--- src/rtl/xup_clk_pkg.sv ---
// Shared definitions for the clock divider controller: FSM encoding and
// the smallest divide ratio that yields a real half-period.
package xup_clk_pkg;

  typedef enum logic [1:0] {
    ST_IDLE = 2'd0,
    ST_RUN  = 2'd1,
    ST_STOP = 2'd2
  } state_e;

  localparam int MIN_DIV = 2;

endpackage

--- src/rtl/xup_div_counter.sv ---
// Half-period counter and clkout toggle flop. Holds the terminal value N and
// swaps in a pending N only on a toggle boundary so no half-period is cut short.
module xup_div_counter #(
  parameter int               WIDTH = 32,
  parameter logic [WIDTH-1:0] N_RST = '0
) (
  input  logic             clkin,
  input  logic             reset,
  input  logic             run,
  input  logic             n_wr,
  input  logic [WIDTH-1:0] n_wr_val,
  input  logic             pend_apply,
  input  logic [WIDTH-1:0] pend_val,
  output logic             wrap,
  output logic             clkout
);

  logic [WIDTH-1:0] count_q, count_d;
  logic [WIDTH-1:0] n_q, n_d;
  logic             clkout_q, clkout_d;

  // Compare with >= so a shrinking N can never leave count stranded above it.
  assign wrap   = run && (count_q >= n_q);
  assign clkout = clkout_q;

  always_comb begin
    count_d  = count_q;
    clkout_d = clkout_q;
    n_d      = n_q;
    if (!run) begin
      count_d  = '0;
      clkout_d = 1'b0;
    end else if (wrap) begin
      count_d  = '0;
      clkout_d = ~clkout_q;
    end else begin
      count_d  = count_q + WIDTH'(1);
    end
    if (n_wr)
      n_d = n_wr_val;
    else if (wrap && pend_apply)
      n_d = pend_val;
  end

  always_ff @(posedge clkin) begin
    if (reset) begin
      count_q  <= '0;
      clkout_q <= 1'b0;
      n_q      <= N_RST;
    end else begin
      count_q  <= count_d;
      clkout_q <= clkout_d;
      n_q      <= n_d;
    end
  end

endmodule

--- src/rtl/xup_clk_div_ctrl.sv ---
// Programmable glitch-free clock divider: run/stop FSM plus the divide-value
// load handshake; the counting itself lives in xup_div_counter.
module xup_clk_div_ctrl
  import xup_clk_pkg::*;
#(
  parameter int DEFAULT_DIV = 2,
  parameter int WIDTH       = 32
) (
  input  logic             clkin,
  input  logic             reset,
  input  logic             enable,
  input  logic             div_load,
  input  logic [WIDTH-1:0] div_value,
  output logic             div_ack,
  output logic             div_err,
  output logic             busy,
  output logic             clkout,
  output logic             tick,
  output logic             running
);

  localparam logic [WIDTH-1:0] N_RST = WIDTH'(DEFAULT_DIV / 2 - 1);

  state_e           state_q, state_d;
  logic [WIDTH-1:0] n_pend_q, n_pend_d;
  logic             busy_q, busy_d;
  logic             tick_q, tick_d;
  logic             ack_q, ack_d;
  logic             err_q, err_d;

  logic             wrap;
  logic             run;
  logic             accept;
  logic             direct;
  logic [WIDTH-1:0] n_new;

  assign run     = (state_q != ST_IDLE);
  assign running = run;
  assign busy    = busy_q;
  assign tick    = tick_q;
  assign div_ack = ack_q;
  assign div_err = err_q;
  assign n_new   = (div_value >> 1) - WIDTH'(1);

  always_comb begin
    state_d = state_q;
    case (state_q)
      ST_IDLE: if (enable) state_d = ST_RUN;
      ST_RUN:  if (!enable) state_d = ST_STOP;
      ST_STOP: begin
        if (enable)              state_d = ST_RUN;
        else if (wrap && clkout) state_d = ST_IDLE;
      end
      default: state_d = ST_IDLE;
    endcase
  end

  // Loads are written straight into N whenever the divider is (or is about to be)
  // idle; otherwise they wait in n_pend for the next toggle boundary.
  always_comb begin
    accept   = div_load && !busy_q && (div_value >= WIDTH'(MIN_DIV));
    direct   = accept && (state_q == ST_IDLE || state_d == ST_IDLE);
    err_d    = div_load && !busy_q && (div_value < WIDTH'(MIN_DIV));
    ack_d    = accept;
    n_pend_d = n_pend_q;
    busy_d   = busy_q;
    if (busy_q) begin
      if (wrap) busy_d = 1'b0;
    end else if (accept && !direct) begin
      busy_d   = 1'b1;
      n_pend_d = n_new;
    end
    // The final fall into IDLE is not flagged so tick never shows up in IDLE.
    tick_d = wrap && (state_d != ST_IDLE);
  end

  always_ff @(posedge clkin) begin
    if (reset) begin
      state_q  <= ST_IDLE;
      n_pend_q <= '0;
      busy_q   <= 1'b0;
      tick_q   <= 1'b0;
      ack_q    <= 1'b0;
      err_q    <= 1'b0;
    end else begin
      state_q  <= state_d;
      n_pend_q <= n_pend_d;
      busy_q   <= busy_d;
      tick_q   <= tick_d;
      ack_q    <= ack_d;
      err_q    <= err_d;
    end
  end

  xup_div_counter #(
    .WIDTH (WIDTH),
    .N_RST (N_RST)
  ) u_cnt (
    .clkin      (clkin),
    .reset      (reset),
    .run        (run),
    .n_wr       (direct),
    .n_wr_val   (n_new),
    .pend_apply (busy_q),
    .pend_val   (n_pend_q),
    .wrap       (wrap),
    .clkout     (clkout)
  );

endmodule

--- config.mk ---
export PLATFORM = sky130hd
export DESIGN_NAME = xup_clk_div_ctrl
export DESIGN_NICKNAME = d
export VERILOG_FILES = /design/src/rtl/xup_clk_pkg.sv /design/src/rtl/xup_div_counter.sv /design/src/rtl/xup_clk_div_ctrl.sv
export SDC_FILE = /design/constraint.sdc
export NUM_CORES = 1
export LEC_CHECK = 0
export BUFFER_PORTS_ARGS = -buffer_cell sky130_fd_sc_hd__buf_2
export CAP_MARGIN = 10
export CORE_ASPECT_RATIO = 1.25
export CORE_UTILIZATION = 31
export CTS_BUF_LIST = sky130_fd_sc_hd__clkbuf_8 sky130_fd_sc_hd__clkbuf_16
export DETAILED_ROUTE_END_ITERATION = 12
export SLEW_MARGIN = 20
export SYNTH_ARGS = -nofsm -noshare
export SYNTH_HDL_FRONTEND = slang
export SYNTH_SLANG_ARGS = --single-unit
--- constraint.sdc ---
create_clock -name clkin -period 2.91 [get_ports clkin]
set_input_delay 0.1455 -clock clkin [delete_from_list [all_inputs] [get_ports clkin]]
set_output_delay 0.1455 -clock clkin [all_outputs]
set_load 0.05 [all_outputs]
# Word-level counts from Yosys, hierarchy flattened
# Cells that the tools add are included.
# word_totals
ram_bits,0
mem_bits_ro,0
input_bits,36
word_cells,49
mem_count,0
latchBits,0
register_bits,103
# op_classes
eq_ne,2
n_shift,0
magnitude_cmp,3
add_sub_neg,2
reduce_logical,20
mul,0
muxes,10
n_bitwise,3
n_div,0
# ops
operator,count
two-way mux 32 bit,2
adder 32 x 1 -> 32 bit (second input constant),1
>= comparator 32 x 2 -> 1 bit (second input constant),1
>= comparator 32 bit,1
< comparator 32 x 2 -> 1 bit (second input constant),1
subtractor 31 x 1 -> 32 bit (second input constant),1
logical AND 1 bit,9
two-way mux 2 bit,4
one-hot mux 2 bit (3 select lines),1
nonzero test 2 bit,3
logical NOT 2 bit,2
two-way mux 1 bit,3
inverter 1 bit,3
OR reduction 3 bit,1
== test 2 x 1 -> 1 bit (second input constant),1
== test 2 bit (second input constant),1
logical NOT 1 bit,2
AND reduction 2 bit,1
OR reduction 2 bit,1
logical OR 1 bit,1

# Longest topological paths before layout
# Gate-level depths: netlist (run 1).
# depth
depth_word,13
ltp_mapped,11

# Hierarchy
# From an unflattened synthesis (run 1), not the netlist that was laid out.
# hier_totals
hier_cells,693
area_unflattened_um2,5939.4
# by_module_without_submodules
module,area_each_um2,seq_area_each_um2,cells_each,n_inst
xup_div_counter,3767.4,1301.2,435,1
xup_clk_div_ctrl,2172.1,760.7,258,1

# Worst setup path before layout (run 1)
# No wires, ideal clock.
# synth_timing
kind,register to register
from,reg u_cnt.count_q[0]
to,reg n_pend_q[18]
setup_time_ps,95
setup_slack_ps,101
synth_period_minus_slack_ps,2809
arrival_ps,2714
path_stages_with_launch,12
path_cell_list,dfxtp_1 -> inv_1 -> ha_1 -> nand2b_1 -> a2111oi_0 -> o311ai_1 -> o21ai_1 -> nand2_1 -> a311o_1 -> buf_2 -> buf_2 -> a221oi_1
# synth_between
elab_chain_cells,12
# synth_rtl
item,line_no,text
"start, declared",xup_div_counter.sv:18,"logic [WIDTH-1:0] count_q, count_d;"
"start signal, assigned",xup_div_counter.sv:51,count_q <= count_d;
>= comparator 32 bit,xup_div_counter.sv:23,assign wrap = run && (count_q >= n_q);
logical AND 1 bit,xup_div_counter.sv:23,
logical AND 1 bit,xup_clk_div_ctrl.sv:52,else if (wrap && clkout) state_d = ST_IDLE;
two-way mux 2 bit,xup_clk_div_ctrl.sv:52,
two-way mux 2 bit,xup_clk_div_ctrl.sv:51,if (enable) state_d = ST_RUN;
one-hot mux 2 bit (3 select lines),xup_clk_div_ctrl.sv:47,case (state_q)
logical NOT 2 bit,xup_clk_div_ctrl.sv:62,direct = accept && (state_q == ST_IDLE || state_d == ST_IDLE);
logical OR 1 bit,xup_clk_div_ctrl.sv:62,
logical AND 1 bit,xup_clk_div_ctrl.sv:62,
logical NOT 1 bit,xup_clk_div_ctrl.sv:69,end else if (accept && !direct) begin
logical AND 1 bit,xup_clk_div_ctrl.sv:69,
AND reduction 2 bit (no source line),-,
"end signal, assigned",xup_clk_div_ctrl.sv:87,n_pend_q <= n_pend_d;
"end, declared",xup_clk_div_ctrl.sv:25,"logic [WIDTH-1:0] n_pend_q, n_pend_d;"
# No other way between the ends.
# A chain may end at the register's enable or synchronous reset.

# Final worst setup path (run 1)
# layout_timing
from,reg u_cnt.n_q[15]
to,reg u_cnt.n_q[8]
# layout_between
elab_chain_cells,10
word_cells_on_any_way,12
# layout_rtl
item,line_no,text
"start, declared",xup_div_counter.sv:19,"logic [WIDTH-1:0] n_q, n_d;"
"start signal, assigned",xup_div_counter.sv:53,n_q <= n_d;
>= comparator 32 bit *,xup_div_counter.sv:23,
logical AND 1 bit *,xup_div_counter.sv:23,
logical AND 1 bit,xup_clk_div_ctrl.sv:52,
two-way mux 2 bit,xup_clk_div_ctrl.sv:52,
two-way mux 2 bit,xup_clk_div_ctrl.sv:51,
one-hot mux 2 bit (3 select lines),xup_clk_div_ctrl.sv:47,
logical NOT 2 bit,xup_clk_div_ctrl.sv:62,
logical OR 1 bit,xup_clk_div_ctrl.sv:62,
logical AND 1 bit,xup_clk_div_ctrl.sv:62,
two-way mux 32 bit / nonzero test 2 bit (equally long branches),-,
# Mark *: on every way between the ends. The rest lies on a longest branch, timed or not.

==> results by stage, run 1 <==
Outcome:
- The flow ran to the end, and the final reports show no timing, DRC or antenna violations.

STA:
- The transition time at the pin with the least slew margin is 719 ps.
- Setup repair after global routing could not meet its margin everywhere.
- The setup TNS is 0 ps.
- The final critical path takes up 97.9% of the cycle.
- The worst hold slack across all endpoints is 62.3 ps.
- The worst path meets setup with 61.8 ps of slack.
- The max-slew violation count is 0.
- The maximum clock frequency is 351 MHz.
- For the final database, setup skew stands at 14.1 ps.
- The count of final hold-check violations came to 0.
- The final critical delay including setup and external delays is 2850 ps.
- Setup violations remaining at the end of the flow were counted as 0.
- Measured against its own limit, the worst slew margin works out to 52.0%.

Logic synthesis:
- Of the total synthesized cell area, the portion taken by XOR and XNOR cells is 7.93%.
- Synthesis produced a netlist whose cell count is 757.
- The sequential fraction of the synthesis area is 32.7%.
- Summing every instance area after synthesis gives 6300 um^2.
- The share of cell area taken by muxes after synthesis is 0%.
- The number of nets in the synthesized netlist is 827.
- After synthesis, the largest family of logic cells by area is compound AO/OA/AOI/OAI gates.
- The count of synthesis-stage warnings from yosys is 0.
- Of all cell types, the one taking the most synthesized area is dfxtp_1.
- The post-synthesis compound-gate area fraction is 24.2%.
- The distinct cell type count of the synthesized netlist is 63.
- Of the total synthesized cell area, the portion taken by full adders, half adders and majority gates is 6.75%.
- Of the total synthesized cell area, the portion taken by AND, OR, NAND and NOR gates is 21.3%.
- The number of enable-type register cells in the synthesized netlist is 0.
- Ranked by total cell area, the synthesized netlist is headed by dfxtp_1 (33%), ha_1 (6.8%), xor2_1 (4.6%).
- In the synthesized netlist the dominant register cell turns out to be dfxtp_1.
- The share of synthesized flip-flops with an asynchronous set or reset is 0%.
- The average size of a mapped cell is 8.32 um^2.
- In this run the biggest area consumer among cell types represents 32.7% of the synthesized area.
- The post-synthesis sequential element count is 103.

Die:
- Measured along the y axis, the die boundary spans 161 um.
- The floorplan step defined a die boundary enclosing 20900 um^2.
- For this configuration, the core starts out at a cell density of 32.0%.
- Pin placement for this block handled 42 I/O pins.
- In this run the standard cell core region covers 19700 um^2.
- The floorplan step set the die width to 129 um.
- The number of placement rows is 57.

Cells and area:
- In the final layout, flip-flops and latches occupy 2060 um^2.
- Of the cells placed in the final design, the portion with a size suffix greater than 1 is 21.4%.
- Fill cells in the final layout number 2090.
- The library cells used most frequently in the layout, excluding fill and tap cells, are dfxtp_1 (103), nor2_1 (74), nand2_1 (68).
- In the final layout, the multi-input gates occupy 3930 um^2.
- Relative to the synthesized area, the layout overhead comes to 21.3%.
- The repair_antennas step left the layout with diodes totalling 0.
- The commonest non-fill, non-tap cell in the layout is dfxtp_1.
- The final layout contains 902 nets.

Clock network:
- The number of H-tree levels is 3.
- The number of buffers created by CTS is 9.
- The number of clock sinks is 103.
- The insertion delay of the later-clocked pin in the worst-skew pair is 360 ps.
- The deepest clock path buffer count is 2.
- The clock tree from TritonCTS is done.
- After clock tree synthesis, the clock-pin slew on the worst setup and hold paths is 80 ps.
- In this run the clock root is driven by a clkbuf_16.

Global routing:
- In the global route stage, met1 resource usage came out at 21.1%.
- The number of global-route vias before repair is 5518.
- The number of antenna violations at the first check in global routing is 0.
- The total overflow left after global routing is 0.
- Global routing consumed, on the met2 layer, 30.4% of the routing resources.
- met2 is the most crowded layer.
- For this run, the total global-route usage over all layers was measured as 17.2%.
- Global routing used 2.42% of the available met3 tracks.
- The largest net degree at the start of global routing is 51.
- The first global-routing pass estimated 28200 um of wire.

Setup path:
- In this run the register-to-register setup slack is 60 ps.
- The worst setup path is launched from a register.
- The type of destination of the critical path is a register.
- The sum of buffers and inverters on the critical path is 2.
- On the worst path, the slowest cell contributes a delay of 600 ps.
- Walking the worst path, the cells encountered are inv_1 > ha_1 > nand4_1 > or4_4 > o311a_4 > a21boi_2 > o21ai_2 > buf_12 > a211oi_2 > a221oi_2.
- Data on the critical path arrives at its endpoint at 3070 ps.
- The setup path with the least slack is of type reg2reg.
- The worst-path maximum fanout is 20.
- In this design, the largest share of critical-path delay is due to compound AO/OA/AOI/OAI gates.
- Data on the critical path is required at its endpoint by 3130 ps.
- On the critical path, the stage with the largest delay is an instance of or4_4.

Place:
- During placement, the flow inserted port buffers numbering 40.
- The final HPWL from detailed placement is 12800 um.
- The congestion estimate from routability-driven global placement came to 0.768.
- The placement-stage worst setup slack is -146 ps.

Detailed routing:
- The routed wire length per instance is 15.5 um.
- The first TritonRoute pass finished after 5 iterations.
- After detailed routing, the number of remaining DRC violations is 0.
- The wire length after detailed routing is 17100 um.
- The initial DRC count is 261.
- The total number of vias is 5711.
- Using the TritonRoute via totals, the vias-per-cell ratio works out to 5.18.
- The number of nets still failing antenna checks after routing is 0.

Pwr:
- The analysis attributes to cell leakage a power of 2.78 nW.
- The post-layout total power is 3.29 mW.
- The maximum vdd ir drop is 0.254 mV.
- The cell area power density is 430 nW/um^2.

Min path:
- The worst hold path belongs to the class in2reg.

Job:
- The number of max-cap violations is 0.
layer usage:
layer | share of wire, % | wire length, um
met3 | 3.0 | 514
met4 | 1.7 | 285
met2 | 51 | 8660
met5 | 0 | 0
met1 | 45 | 7600
through the flow:
stage / util, % / cells / cell area (um^2)
after detailed placement: 36.4 / 1077 / 7160
after global routing: 38.8 / 1102 / 7640
after floorplan: - / 757 / 6300
final: 38.8 / 1102 / 7640
after global placement: 36.4 / 1077 / 7160
after CTS: 38.1 / 1095 / 7490
cell usage after synthesis, drive strengths merged (2+ instances only):
library cell,number
a211oi,16
a21boi,5
a21o,10
a21oi,30
a221oi,36
a2bb2oi,2
a311oi,5
a31oi,31
and2,5
and3,5
and4,6
buf,15
clkbuf,25
dfxtp,103
ha,34
inv,61
nand2,72
nand2b,3
nand3,12
nand4,29
nand4b,2
nor2,75
nor2b,5
nor3,25
nor3b,2
nor4,7
nor4b,3
o211a,2
o211ai,2
o21a,3
o21ai,40
o221a,4
o22ai,2
o2bb2ai,2
o31ai,2
or2,3
or3,5
or4,4
xnor2,24
xor2,33
sequential cells by signal (all words and copies together), names as in the netlist:
name / cells
busy: 1
div_ack: 1
div_err: 1
n_pend_q: 32
state_q: 2
tick: 1
u_cnt.clkout: 1
u_cnt.count_q: 32
u_cnt.n_q: 32
logic make-up after synthesis:
group | after synthesis
xor+xnor | 57
fa+ha+maj | 34
buf+inv | 101
simple gates | 266
compound gates | 196
flops | 103
worst reg2reg max path, delay by kind of cell, from the launching register on:
family | cells | cell delay (ps)
AND/OR/NAND/NOR | 2 | 720
AO/OA/AOI/OAI | 5 | 1080
flip-flops | 1 | 330
buffers and inverters | 2 | 280
adder cells (fa/ha/maj) | 1 | 310
area by class of cell:
cell class / instances / area share [%]
multi-input combinational: 554 / 51.4
sequential: 103 / 27.0
timing repair buffer: 103 / 10.5
tap: 265 / 4.34
inverter: 61 / 3.00
clock buffer: 9 / 2.95
clock inverter: 7 / 0.835
power breakdown:
| group | internal (mW) | leakage [nW] | switching, mW | total [mW] |
|---|---|---|---|---|
| Sequential | 1.47 | 0.840 | 0.0439 | 1.52 |
| Clock | 0.605 | 0.148 | 0.605 | 1.21 |
| Combinational | 0.235 | 1.79 | 0.325 | 0.561 |
| Total | 2.31 | 2.78 | 0.974 | 3.29 |
repair_timing:
action	CTS	global route
resized for setup	6	16
buffers inserted	0	7
gates cloned	1	0
endpoints found under the hold margin	1	0
hold buffers	1	0
pin swaps	2	5
setup endpoints to repair	39	47
worst paths after layout:
path | from | cells after the start | end
min reg2reg | n_pend_q[24] | 2 | u_cnt.n_q[24]
max reg2reg | u_cnt.n_q[15] | 10 | u_cnt.n_q[8]
max | u_cnt.n_q[15] | 10 | u_cnt.n_q[8]
min | div_value[1] | 2 | n_pend_q[0]
Note: power is estimated with default switching activity, not from simulation.
==> run 2: changes to the inputs <==
--- a/config.mk
+++ b/config.mk
@@ -11,6 +11,7 @@
 export CORE_UTILIZATION = 31
 export CTS_BUF_LIST = sky130_fd_sc_hd__clkbuf_8 sky130_fd_sc_hd__clkbuf_16
 export DETAILED_ROUTE_END_ITERATION = 12
+export SETUP_SLACK_MARGIN = 0.02
 export SLEW_MARGIN = 20
 export SYNTH_ARGS = -nofsm -noshare
 export SYNTH_HDL_FRONTEND = slang
==> constraint.sdc (replaced) <==
create_clock -name clkin -period 2.7 [get_ports clkin]
set_input_delay 0.135 -clock clkin [delete_from_list [all_inputs] [get_ports clkin]]
set_output_delay 0.135 -clock clkin [all_outputs]
set_load 0.05 [all_outputs]
==> run 2 against run 1 <==
The run now ends with setup timing left. Cell area increased by 8.0%. Via count increased by 3.2%. Wire length increased by 7.0%. Sequential power increased by 8%. Worst hold slack improved by 14 ps. Maximum frequency increased by 3.5%. Register-to-register slack got worse by 120 ps. Critical endpoint is now u_cnt.n_q[25]. Largest cell class unchanged.
==> results by stage, run 2 (same netlist as run 1, synthesis figures left out) <==
Place:
- The cell count after placement is 1102.
- The placement-stage worst setup slack is -212 ps.
- The routability-driven placement congestion ratio is 0.837.
- The instance area after placement is 7370 um^2.
- The count of buffers added on input and output ports is 40.
- The final HPWL from detailed placement is 13100 um.

Global routing:
- The number of antenna violations at the first check in global routing is 0.
- Global routing finished with a remaining overflow of 0.
- For this run, the total global-route usage over all layers was measured as 17.5%.
- The largest net degree at the start of global routing is 51.
- The global-route wire length before repair is 28900 um.
- The number of global-route vias before repair was 5720.

Cells and area:
- Leaving out fill and tap cells, the most frequent cell in the layout is dfxtp_1.
- The count of placed standard cells in the final layout, fillers left out is 1135.
- The largest registers in the layout are n_pend_q: 32 flops, u_cnt.count_q: 32 flops, u_cnt.n_q: 32 flops.
- The share of final-layout standard cells stronger than drive strength 1 is 30.1%.
- The number of diodes is 0.
- In the layout the commonest cells are dfxtp_1 (95), buf_4 (74), nor2_1 (72).
- The number of nets at the end of the flow is 935.
- Compared with the post-synthesis result, the final layout area differs by 31.1%.
- The core occupancy in the finished layout is 41.9%.
- The final non-filler cell area is 8260 um^2.
- The filler cells instantiated in the layout total 1987.

Detailed routing:
- The initial DRC count is 343.
- Once detail routing completed, the nets flagged for antenna violations numbered 0.
- The wire length after detailed routing is 18300 um.
- In the routed design, unresolved DRC markers number 0.
- The routed layout has 5895 vias.
- The routed wire length per instance is 16.1 um.
- Dividing the detail-routed via count by the number of cells gives 5.19.
- The first detailed-routing pass took 5 iterations.

Min path:
- The path class of the tightest hold or removal check is in2reg.

Die:
- The initial standard-cell utilization of the core is 32.0%.
- The die is 129 um wide.
- The height of the die is 161 um.
- After floorplanning, the core was divided into 57 placement rows.
- The die area is 20900 um^2.
- The region available for standard cell placement spans 19700 um^2.
- The number of I/O pins is 42.

STA:
- After routing, the total negative slack on setup checks comes to -347 ps.
- The count of endpoints failing setup in the final report is 21.
- Of the available clock period, the critical path in the final layout requires 102%.
- The worst relative slew slack is 45.9%.
- The smallest clock period supported by the final layout is computed as 2750 ps.
- Hold is met by 76.2 ps.
- The maximum clock frequency is 363 MHz.
- Between clock sinks in the finished design, the worst skew comes to 11.9 ps.
- The count of final hold-check violations is 0.
- Setup repair after global routing could not meet its margin everywhere.
- At the pin with the least slew margin, the transition time is 810 ps.
- The max-slew violation count was 0.
- The post-layout worst setup margin is -53.2 ps.

Clock network:
- Clock tree synthesis found a total of 103 sinks.
- The H-tree was split into 3 levels.
- After clock tree synthesis, the clock-pin slew on the worst setup and hold paths is 70 ps.
- The root buffer cell chosen for the clock tree is clkbuf_16.
- The number of buffers created by CTS is 9.
- TritonCTS built the clock tree.
- The insertion delay of the later-clocked pin in the worst-skew pair is 360 ps.
- No sink is reached through more buffers than the 2 on the longest clock path.

Setup path:
- The signal on the critical path passes through inv_2 > ha_4 > nand4_1 > or4_4 > o311ai_2 > buf_4 > o21ai_4 > a21boi_4 > buf_6 > buf_6 > a211oi_2 > a221oi_2.
- The maximum cell stage delay along the critical path is 580 ps.
- The critical path is of the reg2reg type.
- The category of the worst setup path launch point is a register.
- The worst-path maximum fanout is 5.
- The cell with the largest stage delay on the worst path is or4_4.
- The cell family contributing the most delay on the critical path is compound AO/OA/AOI/OAI gates.
- The critical path contains buffers and inverters numbering 4 combined.
- For the worst setup path, the data arrival time is 3020 ps.
- Counting stages on the worst path, the most repeated cell is buf_6.
- Data on the critical path is required at its endpoint by 2970 ps.
- The worst setup path is captured at a register.

Pwr:
- Power comes to 3.72 mW.
- The cell area power density is 451 nW/um^2.
- The maximum vdd ir drop is 0.276 mV.
- In this run the static leakage power is 3.03 nW.

Outcome:
- The flow ran to the end, but the final reports show violations.
- The checks that failed: setup timing.

Job:
- The number of max-cap violations is 0.
run 2: changes by cell type in the layout (fill, tap and decap cells not counted), moves of 3 or more:
cell,change
a221oi_1,-16
a221oi_2,+16
buf_4,+22
buf_6,+10
dfxtp_1,-8
dfxtp_2,+8
ha_1,-6
ha_4,+6
inv_1,-4
inv_2,+3
inv_8,-3
o21ai_1,-5
o21ai_4,+3
run 2: cell type report:
cell class,count,area [um^2],share of cell area [%]
Clock inverter,6,68.8,0.834
Clock buffer,10,239,2.89
Inverter,61,229,2.77
Timing Repair Buffer,137,1120,13.5
Multi-Input combinational cell,553,4200,50.8
Sequential cell,103,2070,25.1
Tap cell,265,332,4.02
run 2: timing repair:
item	4_1_cts	5_1_grt
gates cloned	1	2
pin swaps	22	29
buffers inserted	8	8
endpoints found under the setup margin	66	98
hold endpoints to repair	1	0
hold buffers	1	0
resized for setup	23	63
run 2: where the power goes:
group	total (mW)	internal [mW]	switching, mW
Combinational	0.710	0.314	0.397
Sequential	1.64	1.59	0.0487
Clock	1.37	0.750	0.622
Total	3.72	2.65	1.07
run 2: routing by layer:
metal	global-route usage [%]	wire length (um)	vias to the layer above	share of wire, %
li1	-	-	2975	-
met1	21.5	8000	2780	44
met2	30.9	9390	112	51
met3	1.82	426	28	2.3
met4	7.29	449	0	2.5
met5	0	0	-	0
run 2: worst paths after layout:
check,startpoint,slack [ps],to,depth (start not counted)
worst max-delay path,u_cnt.n_q[11],-50,u_cnt.n_q[25],12
worst min-delay path,div_value[1],80,u_cnt.n_q[0],2
worst max register to register,u_cnt.n_q[11],-50,u_cnt.n_q[25],12
worst min register to register,n_pend_q[31],470,u_cnt.n_q[31],2
